--- src/rtl/cache_mem_arbiter.sv ---
`default_nettype none
// ============================================================================
// Module   : cache_mem_arbiter
// Brief    : Round-robin arbiter between icache and dcache line transfers,
//            feeding a single-request line-transfer bridge.
// Revision : 1.0 - initial release
// ============================================================================
module cache_mem_arbiter #(
    parameter int ADDR_LEN   = 32,
    parameter int LINE_WORDS = 8
) (
    input  logic                     aclk,
    input  logic                     areset,
    input  logic                     ic_req,
    input  logic [ADDR_LEN-1:0]      ic_addr,
    output logic                     ic_gnt,
    output logic [32*LINE_WORDS-1:0] ic_rd_line,
    input  logic                     dc_rd_req,
    input  logic                     dc_wr_req,
    input  logic [ADDR_LEN-1:0]      dc_addr,
    input  logic [32*LINE_WORDS-1:0] dc_wr_line,
    output logic                     dc_gnt,
    output logic [32*LINE_WORDS-1:0] dc_rd_line,
    output logic                     mem_rd_req,
    output logic                     mem_wr_req,
    output logic [ADDR_LEN-1:0]      mem_addr,
    output logic [32*LINE_WORDS-1:0] mem_wr_line,
    input  logic                     mem_gnt,
    input  logic [32*LINE_WORDS-1:0] mem_rd_line
);

    localparam int   c_LINE_BITS = 32 * LINE_WORDS;
    localparam logic c_OWN_IC    = 1'b0;
    localparam logic c_OWN_DC    = 1'b1;

    typedef enum logic [1:0] {
        S_IDLE = 2'd0,
        S_BUSY = 2'd1,
        S_DONE = 2'd2
    } state_t;

    state_t                 r_state;
    state_t                 w_state_next;
    logic                   r_owner;
    logic                   r_rr_last;
    logic                   r_wr;
    logic [ADDR_LEN-1:0]    r_addr;
    logic [c_LINE_BITS-1:0] r_wr_line;
    logic [c_LINE_BITS-1:0] r_ic_rd_line;
    logic [c_LINE_BITS-1:0] r_dc_rd_line;

    logic w_dc_any;
    logic w_any_req;
    logic w_pick_dc;

    assign w_dc_any  = dc_rd_req | dc_wr_req;
    assign w_any_req = ic_req | w_dc_any;
    // On contention the side that was not served last wins.
    assign w_pick_dc = w_dc_any & (~ic_req | (r_rr_last == c_OWN_IC));

    always_ff @(posedge aclk or posedge areset) begin
        if (areset) begin
            r_state <= S_IDLE;
        end else begin
            r_state <= w_state_next;
        end
    end

    always_comb begin
        w_state_next = r_state;
        case (r_state)
            S_IDLE:  if (w_any_req) w_state_next = S_BUSY;
            S_BUSY:  if (mem_gnt)   w_state_next = S_DONE;
            S_DONE:  w_state_next = S_IDLE;
            default: w_state_next = S_IDLE;
        endcase
    end

    always_ff @(posedge aclk or posedge areset) begin
        if (areset) begin
            r_owner      <= c_OWN_IC;
            r_rr_last    <= c_OWN_IC;
            r_wr         <= 1'b0;
            r_addr       <= '0;
            r_wr_line    <= '0;
            r_ic_rd_line <= '0;
            r_dc_rd_line <= '0;
        end else begin
            if (r_state == S_IDLE && w_any_req) begin
                r_owner <= w_pick_dc;
                r_addr  <= w_pick_dc ? dc_addr : ic_addr;
                r_wr    <= w_pick_dc & dc_wr_req;
                if (w_pick_dc) begin
                    r_wr_line <= dc_wr_line;
                end
            end
            // Refill data lands only in the owner's buffer; write-backs leave both alone.
            if (r_state == S_BUSY && mem_gnt) begin
                r_rr_last <= r_owner;
                if (!r_wr) begin
                    if (r_owner == c_OWN_DC) begin
                        r_dc_rd_line <= mem_rd_line;
                    end else begin
                        r_ic_rd_line <= mem_rd_line;
                    end
                end
            end
        end
    end

    assign mem_rd_req  = (r_state == S_BUSY) & ~r_wr;
    assign mem_wr_req  = (r_state == S_BUSY) &  r_wr;
    assign mem_addr    = r_addr;
    assign mem_wr_line = r_wr_line;
    assign ic_gnt      = (r_state == S_DONE) & (r_owner == c_OWN_IC);
    assign dc_gnt      = (r_state == S_DONE) & (r_owner == c_OWN_DC);
    assign ic_rd_line  = r_ic_rd_line;
    assign dc_rd_line  = r_dc_rd_line;

endmodule
`default_nettype wire

--- config.mk ---
export PLATFORM = sky130hd
export DESIGN_NAME = cache_mem_arbiter
export DESIGN_NICKNAME = d
export VERILOG_FILES = /design/src/rtl/cache_mem_arbiter.sv
export SDC_FILE = /design/constraint.sdc
export NUM_CORES = 1
export LEC_CHECK = 0
export ABC_CLOCK_PERIOD_IN_PS = 45600
export CAP_MARGIN = 10
export CORE_AREA = 2 2 534 536
export CTS_CLUSTER_DIAMETER = 30
export DETAILED_ROUTE_END_ITERATION = 6
export DIE_AREA = 0 0 536 538
export GPL_TIMING_DRIVEN = 0
export PLACE_DENSITY = 0.34
export SLEW_MARGIN = 20
export SYNTH_ARGS = -nofsm -noshare
export SYNTH_HDL_FRONTEND = slang
export SYNTH_SLANG_ARGS = --single-unit
--- constraint.sdc ---
create_clock -name aclk -period 45.6 [get_ports aclk]
set_input_delay 11.4 -clock aclk [delete_from_list [all_inputs] [get_ports aclk]]
set_output_delay 11.4 -clock aclk [all_outputs]
set_load 0.02 [all_outputs]
== After elaboration in Yosys (flattened, before gate mapping) ==
Index checks and enable logic that the tools add are counted.
Operators by class
  bitwise gates (word level): 13
  equality and inequality tests: 4
  reductions and logical operators: 7
  multiplexer cells: 4
Operators with widths (count)
  $mux 32: 1
  $and 1x1->1: 6
  $reduce_and 3->1: 2
  $mux 2: 2
  $ne 2x2->1 const B: 2
  $not 1->1: 4
  $pmux 2 s2: 1
  $reduce_and 2->1: 2
  $or 1x1->1: 3
  $eq 2x1->1 const B: 1
  $eq 2x2->1 const B: 1
  $logic_and 1x1->1: 2
  $logic_not 2->1: 1
Word-level totals
  output and inout bits: 804
  register bits: 805

== Logic depth before layout (Yosys ltp) ==
Gate-level depths: netlist of the first run.
  depth after elaboration: 4
  gate-level depth with buffers: 5
  mapped depth without buffers: 3

== Worst setup path before layout of the first run ==
OpenSTA, ideal clock, no wires.
  kind: input to register
  start: input ic_req
  end: register r_wr_line[10], in the netlist mem_wr_line[10]
  stages: 5
  buffers on the path: 2
  path slack: 32.979 ns
  data required time: 45.475 ns
  arrival: 12.496 ns
  cell sequence: o2bb2ai_2 > nor3_2 > buf_2 > buf_4 > mux2_2
Between the ends
  longest elaborated chain between the ends: 4
  elaborated cells between the ends (all ways): 6
  classes of those cells: bitwise: 4; reduce/logical: 2
RTL lines
  from (decl): line 14  | input logic ic_req,
  $not 1->1: line 59  | assign w_pick_dc = w_dc_any & (~ic_req | (r_rr_last == c_OWN_IC));
  $or 1x1->1: line 59
  $and 1x1->1: line 59
  $reduce_and 2->1 (no line) *
  to (signal assigned): line 94  | r_wr_line <= dc_wr_line;
  to (decl): line 48  | logic [c_LINE_BITS-1:0] r_wr_line;
Every way passes the cells marked *; elsewhere a longest branch is shown, timed or not.
A chain may end at the register's enable or synchronous reset.

== Final worst setup path of the first run ==
  start: register r_state[1]
  end: output mem_wr_req
Between the ends
  longest elaborated chain between the ends: 2
RTL lines
  from (decl): line 42  | state_t r_state;
  from (signal assigned): line 65  | r_state <= w_state_next;
  $eq 2x1->1: line 112  | assign mem_wr_req = (r_state == S_BUSY) & r_wr;
  $and 1x1->1: line 112
  to (decl): line 25  | output logic mem_wr_req,
Every way passes these cells.

==> impl_results.md, run 1 <==
- Maximum root-to-sink buffer count: 4
- Die area: 0.288 mm²
- Rows: 196
- Setup Skew: 0.0755 ns
- Hold WS: 0.483 ns
- Die H: 538 µm
- Startpoint Class: register
- Worst skew pair latency: 0.86 ns
- Syn nets: 2329
- CTS Hold Buffers Added: 0
- LEAKAGE: 23.5 nW
- I/O Pins: 1386
- Vias post-DR: 23300
- First drt pass iteration count: 4
- Finished Cell Area: 0.0587 mm²
- Max rail drop VDD: 37.6 µV
- CTS tree: done
- Post-synth top area cell: dfrtp_1
- Global route total overflow: 0
- PostCTS Resize Cnt: 0
- Drt drc: 0
- Clock transition at path regs: 0.04 ns
- Tcrit/Tclk final: 30.4%
- Initial antenna violation count: 137
- Share of cells above drive strength 1: 36.4%
- Fin nets: 4016
- Num Clock Sinks: 805
- Final Util: 20.7%
- CP endpoint kind: output port
- Crit Path Max Fanout: 6
- Area fraction of the dominant cell type after synthesis: 66.7%
- Most common cell in the netlist: dfrtp_1
- Crit-path cells: nand2b_1 > nor2_1 > clkdlybuf4s50_1
- Leading post-synthesis cells by cell area: dfrtp_1, mux2_2, mux2_1
- Syn. warnings: 0
- Wire length per cell: 26.6 µm
- RSZ-0062 raised after global routing: no
- Number of port buffers: 1385
- GRT Overall Usage: 13.3%
- Initial Utilization: 10.7%
- Fin crit period: 13.85 ns
- Distinct cell type count after synthesis: 19
- CP max stage cell: clkdlybuf4s50_1
- Slew margin rel.: 33.9%
- Max-slew violations: 0
- Post-synth top flop: dfrtp_1
- Reg-to-reg startpoint: r_state[1]$_DFFE_PP0P_
- Pin count of the biggest net entering global routing: 95
- Post-synth ARST share: 100%
- Min-delay src: dc_rd_line[215]$_DFFE_PP0P_
- Syn Std Cell Area: 0.0302 mm²
- Dpl hpwl: 163000 µm
- Root Driver: clkbuf_16
- # Post-CTS Setup Buffers: 0
- Antenna Nets Post-Route: 0
- Endpoints failing hold: 0
- Setup Viol. Count Final: 0
- GPL Wtd Cong: 0.865
- Slew @ Worst Pin: 0.986 ns
- CP Data Required Time: 34.20 ns
- Hold Path Class: reg -> reg
- Dpl ws: 30.95 ns
- Slowest cell delay on critical path: 0.74 ns
- Vias in the first global route: 25500
- Register area share after synthesis: 66.7%
- EDFF count, synth: 0
- Synth cell count leaders: dfrtp_1, mux2_2, buf_2
- Post-Syn Instances: 1747
- Power per cell area: 90.6 mW/mm²
- Worst Path Arrival: 2.45 ns
- Synthesized flop and latch total: 805
- Status: completed
- Synthesis-to-finish area growth: 94.3%
- H-tree levels: 5
- DR iter-0 viols: 742
- Die Width: 536 µm
- First-pass GRT wire length: 255000 µm
- Crit path kind: reg -> out
- Num CTS Buffers: 291
- Final WS setup: 31.75 ns
- FMAX: 72.2 MHz
- CORE AREA: 0.283 mm²
- MaxCap Viol Count: 0
- FILL cells: 30500
- Vias per Instance: 3.12
- WL final: 199000 µm
- Critical Path Source: r_state[1]$_DFFE_PP0P_
- Setup TNS: 0 ns
- Placed instance area: 0.0490 mm²
- Avg Inst Size Synth: 17.3 µm²
## layout by cell type, fill, tap and decap left out, drive strengths merged
master / n
clkinv: 43
o31ai: 1
nand2b: 1
dfrtp: 805
mux2: 833
and3b: 1
buf: 99
clkbuf: 457
a22o: 1
diode: 43
o31a: 1
o21ai: 1
nor3b: 1
inv: 12
nand3b: 2
nor3: 2
a21o: 1
clkdlybuf4s50: 1385
bufinv: 1
nor2: 3
o2bb2ai: 1
## cells by family after synthesis
group                  after synthesis  share of synthesized area (%)
muxes                              833                           31.1
DFF                                805                           66.7
buffers and inverters               93                           1.75
and+or+nand+nor                     10                          0.269
AOI/OAI and AO/OA                    6                          0.174
## registers in the layout (all words and copies together) (netlist names)
signal       count
dc_rd_line     256
ic_rd_line     256
mem_wr_line    256
mem_addr        32
r_state          2
r_owner          1
r_rr_last        1
r_wr             1
## area by class of cell
cell class                      count  area (µm²)  area share [%]
Antenna cell                       43         108           0.183
Buffer                             90         518           0.883
Clock buffer                      457        8800            15.0
Clock inverter                     53         746            1.27
Inverter                            3        18.8          0.0320
Multi-Input combinational cell    849        9510            16.2
Sequential cell                   805       20100            34.3
Tap cell                         3762        4710            8.02
Timing Repair Buffer             1394       14100            24.1
## worst paths after layout
path	to	slack [ns]	cells after the start
max in group asynchronous	ic_rd_line[45]$_DFFE_PP0P_	32.13	6
worst max-delay path	mem_wr_req	31.75	3
worst min-delay path	dc_rd_line[215]$_DFFE_PP0P_	0.48	1
worst max register to register	ic_rd_line[185]$_DFFE_PP0P_	42.76	5
min in group asynchronous	mem_wr_line[144]$_DFFE_PP0P_	11.03	2
worst min register to register	dc_rd_line[215]$_DFFE_PP0P_	0.48	1
## through the flow
step,cells,total power [mW]
final,7456,5.32
after global routing,7414,5.57
after CTS,7413,5.43
after detailed placement,6903,3.47
after global placement,6894,3.47
after floorplan,1747,2.23
## where the power goes
part	switching, mW	internal (mW)
Sequential	0.214	1.09
Combinational	1.10	1.02
Clock	0.582	1.32
## per-layer routing
metal	vias to the layer above	track usage, %	wire (µm)
met2	1371	20.7	87400
met1	11500	14.1	72300
li1	9807	-	-
met3	447	10.2	33700
met5	-	0	740
met4	112	3.18	4520
## critical path, delay by kind of cell (launching register included)
| kind | cells | cell delay [ns] |
|---|---|---|
| buf+inv | 1 | 0.74 |
| simple gates | 2 | 0.48 |
| flops | 1 | 0.43 |
No activity file was read; power rests on OpenSTA's default activity.
==> run 2: changes to the inputs <==
--- a/config.mk
+++ b/config.mk
@@ -5,7 +5,7 @@
 export SDC_FILE = /design/constraint.sdc
 export NUM_CORES = 1
 export LEC_CHECK = 0
-export ABC_CLOCK_PERIOD_IN_PS = 45600
+export ABC_CLOCK_PERIOD_IN_PS = 13990
 export CAP_MARGIN = 10
 export CORE_AREA = 2 2 534 536
 export CTS_CLUSTER_DIAMETER = 30
==> constraint.sdc (replaced) <==
create_clock -name aclk -period 13.99 [get_ports aclk]
set_input_delay 3.4975 -clock aclk [delete_from_list [all_inputs] [get_ports aclk]]
set_output_delay 3.4975 -clock aclk [all_outputs]
set_load 0.02 [all_outputs]
==> impl_results.md, run 2 (synthesis gave the netlist of run 1 again) <==
- Worst hold stages: 1 (unchanged)
- Max-slew violations: 0 (unchanged)
- WL final: 208000 µm (+4.9%)
- Most common cell after layout, fill and taps aside: clkdlybuf4s50_1
- Reg2reg end: mem_wr_line[115]$_DFFE_PP0P_
- PostCTS Resize Cnt: 0 (unchanged)
- Share of cells above drive strength 1: 37.7% (+1.2 points)
- Clock transition at path regs: 0.04 ns (about the same)
- WHS Endpoint: dc_rd_line[219]$_DFFE_PP0P_
- Tcrit/Tclk final: 41.9%
- Synthesis-to-finish area growth: 97.5%
- Clock Power Share: 36.8% (+1.1 points)
- # placed instances: 6926 (+0.33%)
- Setup Viol. Count Final: 0 (unchanged)
- Finished Cell Area: 0.0596 mm² (+1.6%)
- Comb pwr share: 39.4% (-0.4 points)
- Maximum root-to-sink buffer count: 4 (unchanged)
- Slew @ Worst Pin: 0.820 ns (-0.165 ns)
- Drt drc: 0 (unchanged)
- Finished Layout Cells: 7491 (+0.47%)
- Worst Path Arrival: 2.36 ns (-0.09 ns)
- MaxCap Viol Count: 0 (unchanged)
- I/O Pins: 1386 (unchanged)
- Status: completed
- R2r setup slk: 11.26 ns (-31.50 ns)
- CP endpoint kind: output port
- Die Width: 536 µm (unchanged)
- Dpl hpwl: 173000 µm (+6.3%)
- H-tree levels: 5 (unchanged)
- R2r worst-path depth: 5 (unchanged)
- Sw Share: 35.4% (-0.22 points)
- Crit path kind: reg -> out
- Vias per Instance: 3.13 (+0.44%)
- FMAX: 171 MHz
- Net Switching: 6.31 mW (+230%)
- DR iter-0 viols: 654 (-12%)
- Wire length per cell: 27.8 µm (+4.4%)
- Crit Path Max Fanout: 6 (unchanged)
- Most frequent cells in the layout: clkdlybuf4s50_1, dfrtp_1, mux2_2
- Min-delay src: dc_rd_line[219]$_DFFE_PP0P_
- CP Data Required Time: 10.49 ns (-23.71 ns)
- FILL cells: 30300 (-0.66%)
- Fin nets: 4041 (+0.62%)
- LEAKAGE: 24.0 nW (+2.0%)
- Internal: 11.5 mW (+240%)
- CTS tree: done
- Worst skew pair latency: 0.85 ns (about the same)
- Slew margin rel.: 45.0% (+11 points)
- Rows: 196 (unchanged)
- Die area: 0.288 mm² (unchanged)
- Initial Utilization: 10.7% (unchanged)
- Die H: 538 µm (unchanged)
- Hold Path Class: reg -> reg
- Reg power frac: 23.8% (-0.7 points)
- Global route total overflow: 0 (unchanged)
- Num CTS Buffers: 293 (+0.69%)
- CORE AREA: 0.283 mm² (unchanged)
- Pin count of the biggest net entering global routing: 32 (-66%)
- CTS Hold Buffers Added: 0 (unchanged)
- Number of port buffers: 1385 (unchanged)
- Placed instance area: 0.0494 mm² (+0.84%)
- Endpoints failing hold: 0 (unchanged)
- # Post-CTS Setup Buffers: 0 (unchanged)
- Fin crit period: 5.86 ns
- RSZ-0062 raised after global routing: no
- Setup Skew: 0.0532 ns (-0.0223 ns)
- Reg-to-reg startpoint: r_rr_last$_DFFE_PP0N_
- Final WS setup: 8.13 ns (-23.61 ns)
- Vias post-DR: 23500 (+0.91%)
- Max rail drop VDD: 152 µV (+300%)
- Power per cell area: 299 mW/mm² (+230%)
- Initial antenna violation count: 153 (+12%)
- Startpoint Class: register
- Root Driver: clkbuf_16
- Vias in the first global route: 25600 (+0.38%)
- Num Clock Sinks: 805 (unchanged)
- First-pass GRT wire length: 266000 µm (+4.2%)
- Post-layout power: 17.8 mW (+240%)
- GPL Wtd Cong: 0.876 (+1.4%)
- First drt pass iteration count: 4 (unchanged)
- Antenna Nets Post-Route: 0 (unchanged)
- Dpl ws: 7.35 ns (-23.61 ns)
- GRT Overall Usage: 14.0% (+0.67 points)
[run 2: cell type report]
type | instances | area, µm² | share of cell area [%]
clock inverters | 90 | 1340 | 2.25
multi-input cells | 849 | 9510 | 16.0
well taps | 3762 | 4710 | 7.90
flip-flops and latches | 805 | 20100 | 33.8
clock buffers | 429 | 8730 | 14.6
inverters | 3 | 15.0 | 0.0252
diodes | 46 | 115 | 0.193
repair buffers | 1417 | 14500 | 24.4
plain buffers | 90 | 518 | 0.869
[run 2: power groups by stage]
stage	Clock [mW]	Combinational [mW]	Sequential, mW
final	6.57	7.03	4.24
after global routing	6.90	7.38	4.40
after CTS	6.74	7.21	4.26
after detailed placement	0	7.18	4.26
after global placement	0	7.18	4.26
after floorplan	0	1.69	5.60
[run 2: layer usage]
layer / vias to the layer above / global-route usage [%] / wire, µm
li1: 9868 / - / -
met1: 11700 / 15.0 / 76900
met2: 1433 / 22.0 / 92600
met3: 444 / 10.1 / 33200
met4: 88 / 3.24 / 5100
met5: - / 0 / 575
[run 2: critical path, stage by stage (launching register included)]
cell and delay, ns:
dfrtp_1 0.43, nand2b_1 0.20, nor2_1 0.11, clkdlybuf4s50_1 0.81
[run 2: worst max path at each step]
stage                                start                           to  slack (ns)  depth (start not counted)
floorplan                           areset    dc_rd_line[0]$_DFFE_PP0P_       -0.56                          1
global placement                    areset   ic_rd_line[35]$_DFFE_PP0P_       -8.16                          2
detailed placement                 mem_gnt  ic_rd_line[236]$_DFFE_PP0P_        7.35                          6
CTS                 r_state[1]$_DFFE_PP0P_                   mem_wr_req        8.03                          3
global route        r_state[1]$_DFFE_PP0P_                   mem_rd_req        7.96                          3
finish              r_state[1]$_DFFE_PP0P_                   mem_rd_req        8.13                          3
[run 2: per-stage QoR]
step | utilization, % | hold slack, ns | TNS, ns
final | 21.0 | 0.483 | 0
after global routing | 21.0 | 0.494 | 0
after CTS | 21.0 | 0.488 | 0
after detailed placement | 17.4 | 0.480 | 0
after global placement | 17.2 | 0.474 | -6383.12
after floorplan | - | 0.501 | -449.33
